File: src/rtl/mul_seq_ctrl_pkg.sv
// Shared constants for the sequential multiply controller: operand width,
// execute-command encodings and the controller state type.
package mul_seq_ctrl_pkg;

  localparam int WORD_LEN    = 16;
  localparam int EXE_CMD_LEN = 4;

  localparam logic [EXE_CMD_LEN-1:0] EXE_NOP = 4'd0;
  localparam logic [EXE_CMD_LEN-1:0] EXE_ADD = 4'd1;
  localparam logic [EXE_CMD_LEN-1:0] EXE_MUL = 4'd12;

  typedef enum logic [1:0] {
    MUL_IDLE = 2'd0,
    MUL_RUN  = 2'd1,
    MUL_DONE = 2'd2
  } mul_state_t;

endpackage

File: src/rtl/mul_shift_add_step.sv
// One radix-2 shift-add iteration: conditionally add the multiplicand into
// the upper half of the partial product, then shift {carry,P,B} right by one.
module mul_shift_add_step #(
  parameter int W = 16
) (
  input  logic [W-1:0] i_a,
  input  logic [W-1:0] i_p,
  input  logic [W-1:0] i_b,
  output logic [W-1:0] o_p,
  output logic [W-1:0] o_b
);

  logic [W:0] w_sum;

  // The sum is one bit wider than P so the carry out is kept and the product stays exact
  always_comb begin
    w_sum = {1'b0, i_p};
    if (i_b[0]) begin
      w_sum = {1'b0, i_p} + {1'b0, i_a};
    end
  end

  assign o_p = w_sum[W:1];
  assign o_b = {w_sum[0], i_b[W-1:1]};

endmodule

File: src/rtl/mul_seq_ctrl.sv
// Multi-cycle unsigned multiply controller for the execute stage. Latches the
// operands when a multiply is issued, iterates WORD_LEN shift-add steps while
// stalling the pipeline, then commits the double-width product to HI/LO.
module mul_seq_ctrl
  import mul_seq_ctrl_pkg::*;
#(
  parameter int WORD_LEN    = mul_seq_ctrl_pkg::WORD_LEN,
  parameter int EXE_CMD_LEN = mul_seq_ctrl_pkg::EXE_CMD_LEN
) (
  input  logic                   clk,
  input  logic                   rst,
  input  logic [EXE_CMD_LEN-1:0] EXE_CMD,
  input  logic [WORD_LEN-1:0]    val1,
  input  logic [WORD_LEN-1:0]    val2,
  input  logic                   flush,
  output logic                   stall,
  output logic                   busy,
  output logic                   done,
  output logic [WORD_LEN-1:0]    lo,
  output logic [WORD_LEN-1:0]    hi
);

  localparam int CNT_W = $clog2(WORD_LEN) + 1;
  localparam logic [CNT_W-1:0] LAST_COUNT = CNT_W'(WORD_LEN - 1);

  mul_state_t          r_state;
  logic [WORD_LEN-1:0] r_a;
  logic [WORD_LEN-1:0] r_b;
  logic [WORD_LEN-1:0] r_p;
  logic [CNT_W-1:0]    r_count;
  logic [WORD_LEN-1:0] r_hi;
  logic [WORD_LEN-1:0] r_lo;

  logic                w_start;
  logic [WORD_LEN-1:0] w_next_p;
  logic [WORD_LEN-1:0] w_next_b;

  assign w_start = (EXE_CMD == EXE_CMD_LEN'(EXE_MUL)) && !flush;

  mul_shift_add_step #(
    .W (WORD_LEN)
  ) u_step (
    .i_a (r_a),
    .i_p (r_p),
    .i_b (r_b),
    .o_p (w_next_p),
    .o_b (w_next_b)
  );

  // Controller FSM with iteration counter, datapath registers and HI/LO commit
  always_ff @(posedge clk or posedge rst) begin
    if (rst) begin
      r_state <= MUL_IDLE;
      r_a     <= '0;
      r_b     <= '0;
      r_p     <= '0;
      r_count <= '0;
      r_hi    <= '0;
      r_lo    <= '0;
    end else begin
      case (r_state)
        MUL_IDLE: begin
          if (w_start) begin
            r_a     <= val1;
            r_b     <= val2;
            r_p     <= '0;
            r_count <= '0;
            r_state <= MUL_RUN;
          end
        end
        MUL_RUN: begin
          if (flush) begin
            r_state <= MUL_IDLE;
          end else begin
            r_p     <= w_next_p;
            r_b     <= w_next_b;
            r_count <= r_count + 1'b1;
            if (r_count == LAST_COUNT) begin
              r_hi    <= w_next_p;
              r_lo    <= w_next_b;
              r_state <= MUL_DONE;
            end
          end
        end
        MUL_DONE: begin
          r_state <= MUL_IDLE;
        end
        default: begin
          r_state <= MUL_IDLE;
        end
      endcase
    end
  end

  // Stall must rise in the issue cycle itself, so it is decoded combinationally
  always_comb begin
    stall = ((r_state == MUL_IDLE) && w_start) || (r_state == MUL_RUN);
    busy  = (r_state == MUL_RUN);
    done  = (r_state == MUL_DONE);
  end

  assign hi = r_hi;
  assign lo = r_lo;

endmodule

File: config.mk
export PLATFORM = sky130hd
export DESIGN_NAME = mul_seq_ctrl
export DESIGN_NICKNAME = d
export VERILOG_FILES = /design/src/rtl/mul_seq_ctrl_pkg.sv /design/src/rtl/mul_shift_add_step.sv /design/src/rtl/mul_seq_ctrl.sv
export SDC_FILE = /design/constraint.sdc
export NUM_CORES = 1
export LEC_CHECK = 0
export CAP_MARGIN = 25
export CORE_MARGIN = 5
export CORE_UTILIZATION = 41
export DETAILED_ROUTE_END_ITERATION = 10
export PLACE_DENSITY = 0.74
export SLEW_MARGIN = 20
export SYNTH_ARGS = -nofsm -noshare
export SYNTH_HDL_FRONTEND = slang
export SYNTH_SLANG_ARGS = --single-unit
File: constraint.sdc
create_clock -name clk -period 4.15 [get_ports clk]
set_input_delay 1.0375 -clock clk [delete_from_list [all_inputs] [get_ports clk]]
set_output_delay 1.0375 -clock clk [all_outputs]
set_load 0.05 [all_outputs]
==> results of run 1 <==
-- worst max-delay path: stages --
cell	delay [ps]
clkdlybuf4s50_1	400
nor3_1	200
nand4_1	170
nand2_1	140
buf_12	150
-- metal layers --
| layer | global-route usage, % | vias to the layer above | wire length [µm] |
|---|---|---|---|
| met5 | 0 | - | 0 |
| met4 | 6.09 | 0 | 177 |
| met3 | 2.39 | 17 | 443 |
| met2 | 29.2 | 75 | 5350 |
| met1 | 22.8 | 1680 | 4880 |
| li1 | - | 1682 | - |
-- sequential cells by signal, summed over array words and instances, names as in the netlist --
| signal | cells |
|---|---|
| hi | 16 |
| lo | 16 |
| r_a | 16 |
| r_b | 16 |
| r_p | 16 |
| r_count | 5 |
| r_state | 2 |
-- power by group --
part           leakage [nW]  total [W]  internal, W  switching, W
Clock                 0.102   0.000659     0.000340      0.000319
Sequential             1.15    0.00115     0.000994      0.000152
Combinational          1.43   0.000876     0.000398      0.000478
-- placed cells by master, fill, tap and decap left out, types with 9 or more instances in the layout --
cell type,count
ha_1,18
nand2_1,89
nor2_1,11
dfrtp_1,87
o21ai_0,40
clkbuf_8,9
mux2_2,16
clkdlybuf4s50_1,72
mux2i_1,23
a21oi_1,20
-- logic make-up (layout without fill, tap and decap cells) --
group | after synthesis | in the layout | synth area share [%]
muxes | 39 | 39 | 9.36
buffers and inverters | 30 | 102 | 2.60
adders and majority gates | 19 | 19 | 5.60
AOI/OAI and AO/OA | 102 | 102 | 14.8
and+or+nand+nor | 146 | 146 | 15.0
xor gates and xnor gates | 15 | 15 | 3.00
DFF | 87 | 87 | 49.7
-- cell type report --
type / count / area, µm² / area share [%]
clock inverter: 6 / 92.6 / 1.69
timing repair buffer: 81 / 801 / 14.6
sequential: 87 / 2180 / 39.7
tap: 136 / 170 / 3.11
multi-input combinational: 321 / 2090 / 38.2
inverter: 6 / 23.8 / 0.434
clock buffer: 9 / 124 / 2.26
-- worst max-delay path by stage --
stage                     endpoint  slack, ps  cells after the start
after detailed placement     stall       1030                      5
final                        stall       1010                      5
after floorplan              hi[0]        860                      1
after global routing         stall        940                      5
after global placement       stall       1030                      5
after CTS                    stall       1020                      5
-- per-stage QoR --
step	setup slack [ps]	power [W]
after floorplan	862	0.00178
after global placement	1030	0.00201
after detailed placement	1030	0.00203
after CTS	1020	0.00269
after global routing	942	0.00286
final	1010	0.00268
==> run_results.csv, run 1 <==
group,metric,value,unit
status,status,"finished clean",
clocking,clock_sinks,87,
logic_synthesis,synth-edff-count,0,
min_path,hold_class,"flop to flop",
clocking,cts_hold_buf,0,
clocking,cts_tree,"done",
logic_synthesis,yosysWarningCount,0,
logic_synthesis,yosysTopAreaCell,"dfrtp_1",
detailed_routing,vias,3454,
timing,setup_viol,0,
detailed_routing,dr.pass1.iters,5,
logic_synthesis,synthTopCellsByArea,"dfrtp_1, nand2_1, mux2i_1, ha_1, o21ai_0",
clocking,cts.clk_slew.worst_paths,90,ps
logic_synthesis,synthTopCellsByCount,"nand2_1, dfrtp_1, o21ai_0, mux2i_1, a21oi_1",
setup_path,reg2reg_from,"r_p[0]",
final_layout,final_core_util,52.8,%
detailed_routing,drc,0,
min_path,min_to,"lo[4]",
setup_path,rrSetupSlack,1290,ps
timing,slew_headroom,35.6,%
setup_path,cp.required,3110,ps
power,p_per_area,489,nW/µm²
setup_path,critPathMaxFanout,2,
power,vdd_drop_max,0.231,mV
logic_synthesis,yosysMostFrequentCell,"nand2_1",
placed_design,portBuffers,73,
logic_synthesis,synth_cells,438,
global_routing,grt-ovfl-total,0,
global_routing,grt_pass1_wl,18000,µm
min_path,hp-start,"lo[4]",
setup_path,worstPathArrival,2100,ps
floorplanning,die-area,12900,µm²
floorplanning,die_h,113,µm
logic_synthesis,synth_flop_cell,"dfrtp_1",
placed_design,place_inst,631,
timing,final.min_clock_period,3140,ps
final_layout,drive_gt1_share,9.41,%
setup_path,r2r_end,"hi[11]",
final_layout,syn2layout_area_growth,25.0,%
placed_design,placed_cell_area,5260,µm²
floorplanning,rows,37,
clocking,h-tree-depth,3,
setup_path,end_kind,"output pin",
logic_synthesis,synthDistinctLibCells,46,
global_routing,grt_pass1_vias,3646,
power,power_leakage,2.68,nW
timing,tns,0,ps
min_path,holdPathStages,2,
clocking,cts_resized,0,
logic_synthesis,async_flop_share,100,%
setup_path,crit_start,"EXE_CMD[1]",
clocking,postCtsSetupBuffers,0,
logic_synthesis,synthesis.nets,496,
floorplanning,core,10400,µm²
floorplanning,pin_count,74,
detailed_routing,ant_nets,0,
timing,final-max-slew-violation-count,0,
timing,hold_viol_final,0,
placed_design,hpwl,7810,µm
clocking,clock-root-buffer,"clkbuf_8",
final_layout,fill_cells,978,
run,maxCapViolations,0,
final_layout,final_cells,646,
timing,post-route-period-util,75.6,%
final_layout,fin_area,5480,µm²
logic_synthesis,synth_area_per_cell,10.0,µm²
setup_path,r2r_cells,8,
timing,fin_skew,11.2,ps
final_layout,nNetsFinal,564,
setup_path,critPathLaunchType,"input port",
placed_design,place.gp.congestion,0.838,
detailed_routing,wl_per_cell,16.8,µm
timing,rsz0062_at_grt,"false",
detailed_routing,viasPerCell,5.35,
logic_synthesis,syn-cell-area,4380,µm²
timing,fmax,319,MHz
floorplanning,dieWidth,113,µm
setup_path,critical_path_class,"input port to output pin",
logic_synthesis,synth_top_area_share,49.7,%
floorplanning,start_util,42.3,%
clocking,cts_buffers,9,
global_routing,antenna_found_initial,0,
logic_synthesis,ys_seq_area_share,49.7,%
timing,tightest_slew,966,ps
global_routing,grt_max_degree,36,
logic_synthesis,ys_seq_elements,87,
clocking,cts_buffer_depth,2,
global_routing,grt_usage,17.3,%
detailed_routing,drt-initial-drc-count,173,
detailed_routing,drt_wl_total,10900,µm
final_layout,diodes,0,
timing,hold_ws,480,ps
clocking,clk_latency,360,ps
Note: power is estimated with default switching activity, not from simulation.
==> run 2, diff against run 1 <==
==> constraint.sdc (replaced) <==
create_clock -name clk -period 3.07 [get_ports clk]
set_input_delay 0.7675 -clock clk [delete_from_list [all_inputs] [get_ports clk]]
set_output_delay 0.7675 -clock clk [all_outputs]
set_load 0.05 [all_outputs]
==> run_results.csv, run 2 (synthesis gave the netlist of run 1 again) <==
group,metric,value,unit
timing,hold_viol_final,0,
clocking,postCtsSetupBuffers,0,
global_routing,grt_max_degree,36,
clocking,cts_resized,0,
final_layout,final_cells,651,
final_layout,mostFrequentLayoutCell,"nand2_1",
floorplanning,core,10400,µm²
detailed_routing,drc,0,
min_path,hold_class,"flop to flop",
detailed_routing,drt-initial-drc-count,155,
clocking,clk_latency,360,ps
floorplanning,die-area,12900,µm²
run,maxCapViolations,0,
clocking,cts.clk_slew.worst_paths,90,ps
final_layout,final_cell_mix,"nand2_1, dfrtp_1, clkdlybuf4s50_1",
clocking,h-tree-depth,3,
detailed_routing,dr.pass1.iters,4,
setup_path,crit_buf_inv,0,
setup_path,critical_path_class,"flop to flop",
global_routing,antenna_found_initial,0,
floorplanning,rows,37,
placed_design,place.gp.congestion,0.867,
timing,fmax,359,MHz
timing,rsz0062_at_grt,"false",
setup_path,slowest_stage,"fa_1",
timing,setup_viol,0,
global_routing,grt_usage,17.3,%
clocking,clock_sinks,87,
setup_path,worstPathArrival,3040,ps
setup_path,critPathMaxFanout,4,
setup_path,rrSetupSlack,280,ps
setup_path,cp.required,3330,ps
global_routing,grt_pass1_vias,3482,
global_routing,grt-ovfl-total,0,
floorplanning,start_util,42.3,%
final_layout,diodes,0,
status,status,"finished clean",
timing,slew_headroom,63.1,%
detailed_routing,wl_per_cell,15.8,µm
detailed_routing,drt_wl_total,10300,µm
final_layout,final_core_util,53.2,%
clocking,cts_buffer_depth,2,
setup_path,crit_chain,"ha_1 -> fa_1 -> a21o_1 -> a221oi_2 -> o211ai_2 -> a221o_1 -> xor2_1 -> a221o_1",
timing,fin_skew,13.3,ps
clocking,cts_buffers,9,
final_layout,syn2layout_area_growth,25.8,%
timing,final.min_clock_period,2790,ps
power,power_leakage,2.71,nW
floorplanning,pin_count,74,
power,p_per_area,643,nW/µm²
setup_path,end_kind,"flop",
clocking,cts_tree,"done",
timing,layout_setup_ws,285,ps
detailed_routing,vias,3433,
clocking,clock-root-buffer,"clkbuf_8",
global_routing,grt_pass1_wl,17900,µm
setup_path,critPathLaunchType,"flop",
detailed_routing,viasPerCell,5.27,
clocking,cts_hold_buf,0,
final_layout,nNetsFinal,568,
placed_design,place_inst,635,
setup_path,slowest_delay,420,ps
setup_path,cp_common_cell,"a221o_1",
power,vdd_drop_max,0.332,mV
floorplanning,die_h,113,µm
placed_design,hpwl,7580,µm
timing,post-route-period-util,90.7,%
setup_path,critPathTopFamily,"compound AO/OA/AOI/OAI gates",
timing,final-max-slew-violation-count,0,
detailed_routing,ant_nets,0,
timing,tns,0,ps
timing,tightest_slew,553,ps
floorplanning,dieWidth,113,µm
placed_design,pre_cts_slack,320,ps
placed_design,portBuffers,73,
final_layout,drive_gt1_share,10.3,%
==> run 2: power breakdown <==
part           total [W]  leakage [nW]  switching [W]  internal (W)
clock           0.000816        0.0968       0.000435      0.000381
combinational    0.00122          1.46       0.000669      0.000548
sequential       0.00151          1.15       0.000168       0.00134
==> run 2: metrics by stage <==
step / area (µm²) / hold WS, ps / total power [W]
final: 5510 / 478 / 0.00354
after global placement: 5320 / 462 / 0.00271
after CTS: 5510 / 483 / 0.00356
after floorplan: 4380 / 460 / 0.00241
after detailed placement: 5320 / 461 / 0.00274
after global routing: 5510 / 509 / 0.00380
==> run 2: layer usage <==
| layer | vias up | GRT usage (%) | wire [µm] |
|---|---|---|---|
| met5 | - | 0 | 0 |
| met4 | 0 | 6.01 | 211 |
| met3 | 14 | 3.02 | 298 |
| met2 | 57 | 28.2 | 4930 |
| met1 | 1671 | 23.4 | 4850 |
| li1 | 1691 | - | - |
==> run 2: final timing paths <==
kind / to / startpoint / cells past startpoint
worst max-delay path: hi[11] / r_a[0] / 8
worst min-delay path: lo[12] / lo[12] / 2
worst max register to register: hi[11] / r_a[0] / 8
worst min register to register: lo[12] / lo[12] / 2
max in group asynchronous: r_state[1] / rst / 3
min in group asynchronous: r_p[1] / rst / 2
==> run 2: area by class of cell <==
type / count / area (µm²)
Clock inverter: 6 / 68.8
Fill cell: 939 / 4860
Inverter: 6 / 23.8
Tap cell: 136 / 170
Timing Repair Buffer: 85 / 853
Multi-Input combinational cell: 321 / 2090
Clock buffer: 10 / 128
Sequential cell: 87 / 2180
==> run 2: worst reg2reg max path, stage by stage (launching register included) <==
cell,delay [ps]
dfrtp_1,390
ha_1,240
fa_1,420
a21o_1,220
a221oi_2,410
o211ai_2,150
a221o_1,350
xor2_1,170
a221o_1,320
==> run 3, diff against run 2 <==
--- a/config.mk
+++ b/config.mk
@@ -9,6 +9,7 @@
 export CORE_MARGIN = 5
 export CORE_UTILIZATION = 41
 export DETAILED_ROUTE_END_ITERATION = 10
+export HOLD_SLACK_MARGIN = 0.02
 export PLACE_DENSITY = 0.74
 export SLEW_MARGIN = 20
 export SYNTH_ARGS = -nofsm -noshare
==> constraint.sdc (replaced) <==
create_clock -name clk -period 3.3 [get_ports clk]
set_input_delay 0.825 -clock clk [delete_from_list [all_inputs] [get_ports clk]]
set_output_delay 0.825 -clock clk [all_outputs]
set_load 0.05 [all_outputs]
==> run_results.csv, run 3 (synthesis gave the netlist of run 1 again) <==
group,metric,value,unit
floorplanning,core,10400,µm²
timing,post-route-period-util,85.1,%
timing,tns,0,ps
final_layout,drive_gt1_share,9.38,%
global_routing,grt_pass1_vias,3548,
setup_path,r2r_end,"hi[11]",
setup_path,rrSetupSlack,490,ps
clocking,clk_latency,370,ps
floorplanning,die_h,113,µm
timing,setup_viol,0,
clocking,cts_tree,"done",
setup_path,r2r_cells,8,
timing,slew_headroom,53.5,%
min_path,hp-start,"lo[3]",
clocking,postCtsSetupBuffers,0,
detailed_routing,drc,0,
global_routing,antenna_found_initial,0,
floorplanning,pin_count,74,
global_routing,grt-ovfl-total,0,
power,power_leakage,2.70,nW
placed_design,placed_cell_area,5280,µm²
final_layout,fin_area,5510,µm²
final_layout,mostFrequentLayoutCell,"nand2_1",
final_layout,fill_cells,943,
clocking,cts.clk_slew.worst_paths,90,ps
final_layout,final_core_util,53.1,%
final_layout,diodes,0,
setup_path,critPathMaxFanout,2,
timing,final.min_clock_period,2810,ps
detailed_routing,wl_per_cell,16.1,µm
clocking,clock-root-buffer,"clkbuf_8",
detailed_routing,drt_wl_total,10500,µm
timing,fmax,356,MHz
detailed_routing,dr.pass1.iters,4,
min_path,holdPathStages,2,
placed_design,hpwl,7500,µm
clocking,cts_hold_buf,0,
min_path,hold_class,"flop to flop",
clocking,cts_buffer_depth,2,
status,status,"finished clean",
global_routing,grt_max_degree,57,
timing,hold_viol_final,0,
final_layout,syn2layout_area_growth,25.6,%
min_path,min_to,"lo[3]",
timing,tightest_slew,697,ps
clocking,cts_resized,0,
timing,rsz0062_at_grt,"false",
detailed_routing,drt-initial-drc-count,206,
placed_design,place.gp.congestion,0.877,
run,maxCapViolations,0,
detailed_routing,ant_nets,0,
setup_path,cp.required,2470,ps
floorplanning,rows,37,
detailed_routing,viasPerCell,5.27,
power,vdd_drop_max,0.227,mV
final_layout,nNetsFinal,565,
clocking,clock_sinks,87,
setup_path,end_kind,"output pin",
setup_path,worstPathArrival,1980,ps
floorplanning,dieWidth,113,µm
global_routing,grt_pass1_wl,17600,µm
setup_path,critical_path_class,"input port to output pin",
clocking,cts_buffers,9,
floorplanning,start_util,42.3,%
power,p_per_area,613,nW/µm²
placed_design,portBuffers,73,
clocking,h-tree-depth,3,
setup_path,reg2reg_from,"r_a[0]",
detailed_routing,vias,3414,
timing,final-max-slew-violation-count,0,
setup_path,critPathLaunchType,"input port",
global_routing,grt_usage,17.1,%
floorplanning,die-area,12900,µm²
timing,fin_skew,12.6,ps
final_layout,final_cell_mix,"nand2_1, dfrtp_1, clkdlybuf4s50_1",
## run 3: worst max path at each step
stage                     startpoint  endpoint  slack, ps  cells after the start
after floorplan                  rst     hi[0]        220                      1
after global placement    EXE_CMD[1]     stall        480                      5
after detailed placement       flush   r_b[11]        460                      7
after CTS                 EXE_CMD[1]     stall        460                      5
after global routing          r_a[0]    hi[11]        360                      8
final                     EXE_CMD[1]     stall        490                      5
## run 3: layout make-up
type / instances / area [µm²] / share of cell area [%]
Clock buffer: 12 / 145 / 2.64
Clock inverter: 4 / 77.6 / 1.41
Inverter: 6 / 23.8 / 0.432
Multi-Input combinational cell: 321 / 2090 / 38.0
Sequential cell: 87 / 2180 / 39.5
Tap cell: 136 / 170 / 3.09
Timing Repair Buffer: 82 / 821 / 14.9
## run 3: report_power, final
group | internal [W] | leakage, nW | switching [W]
Clock | 0.000452 | 0.111 | 0.000392
Sequential | 0.00125 | 1.15 | 0.000181
Combinational | 0.000503 | 1.44 | 0.000597
## run 3: stage by stage
step           hold slack (ps)  instances  setup WS, ps  power (W)
4_1_cts                    483        648           462    0.00339
3_3_place_gp               461        632           476    0.00251
2_1_floorplan              460        438           225    0.00224
5_1_grt                    520        648           356    0.00360
3_5_place_dp               462        632           461    0.00254
6_report                   480        648           492    0.00338
## run 3: layer usage
metal,share of wire [%],global-route usage [%],vias up,routed length [µm]
met5,0,0,-,0
met4,2.1,7.61,0,215
met3,3.2,2.39,15,335
met2,49,28.4,80,5100
met1,46,22.3,1639,4800
li1,-,-,1680,-
## run 3: critical path: stages
cell and delay (ps):
clkdlybuf4s50_1 400, nor3_1 260, nand4_1 170, nand2_1 180, buf_12 160
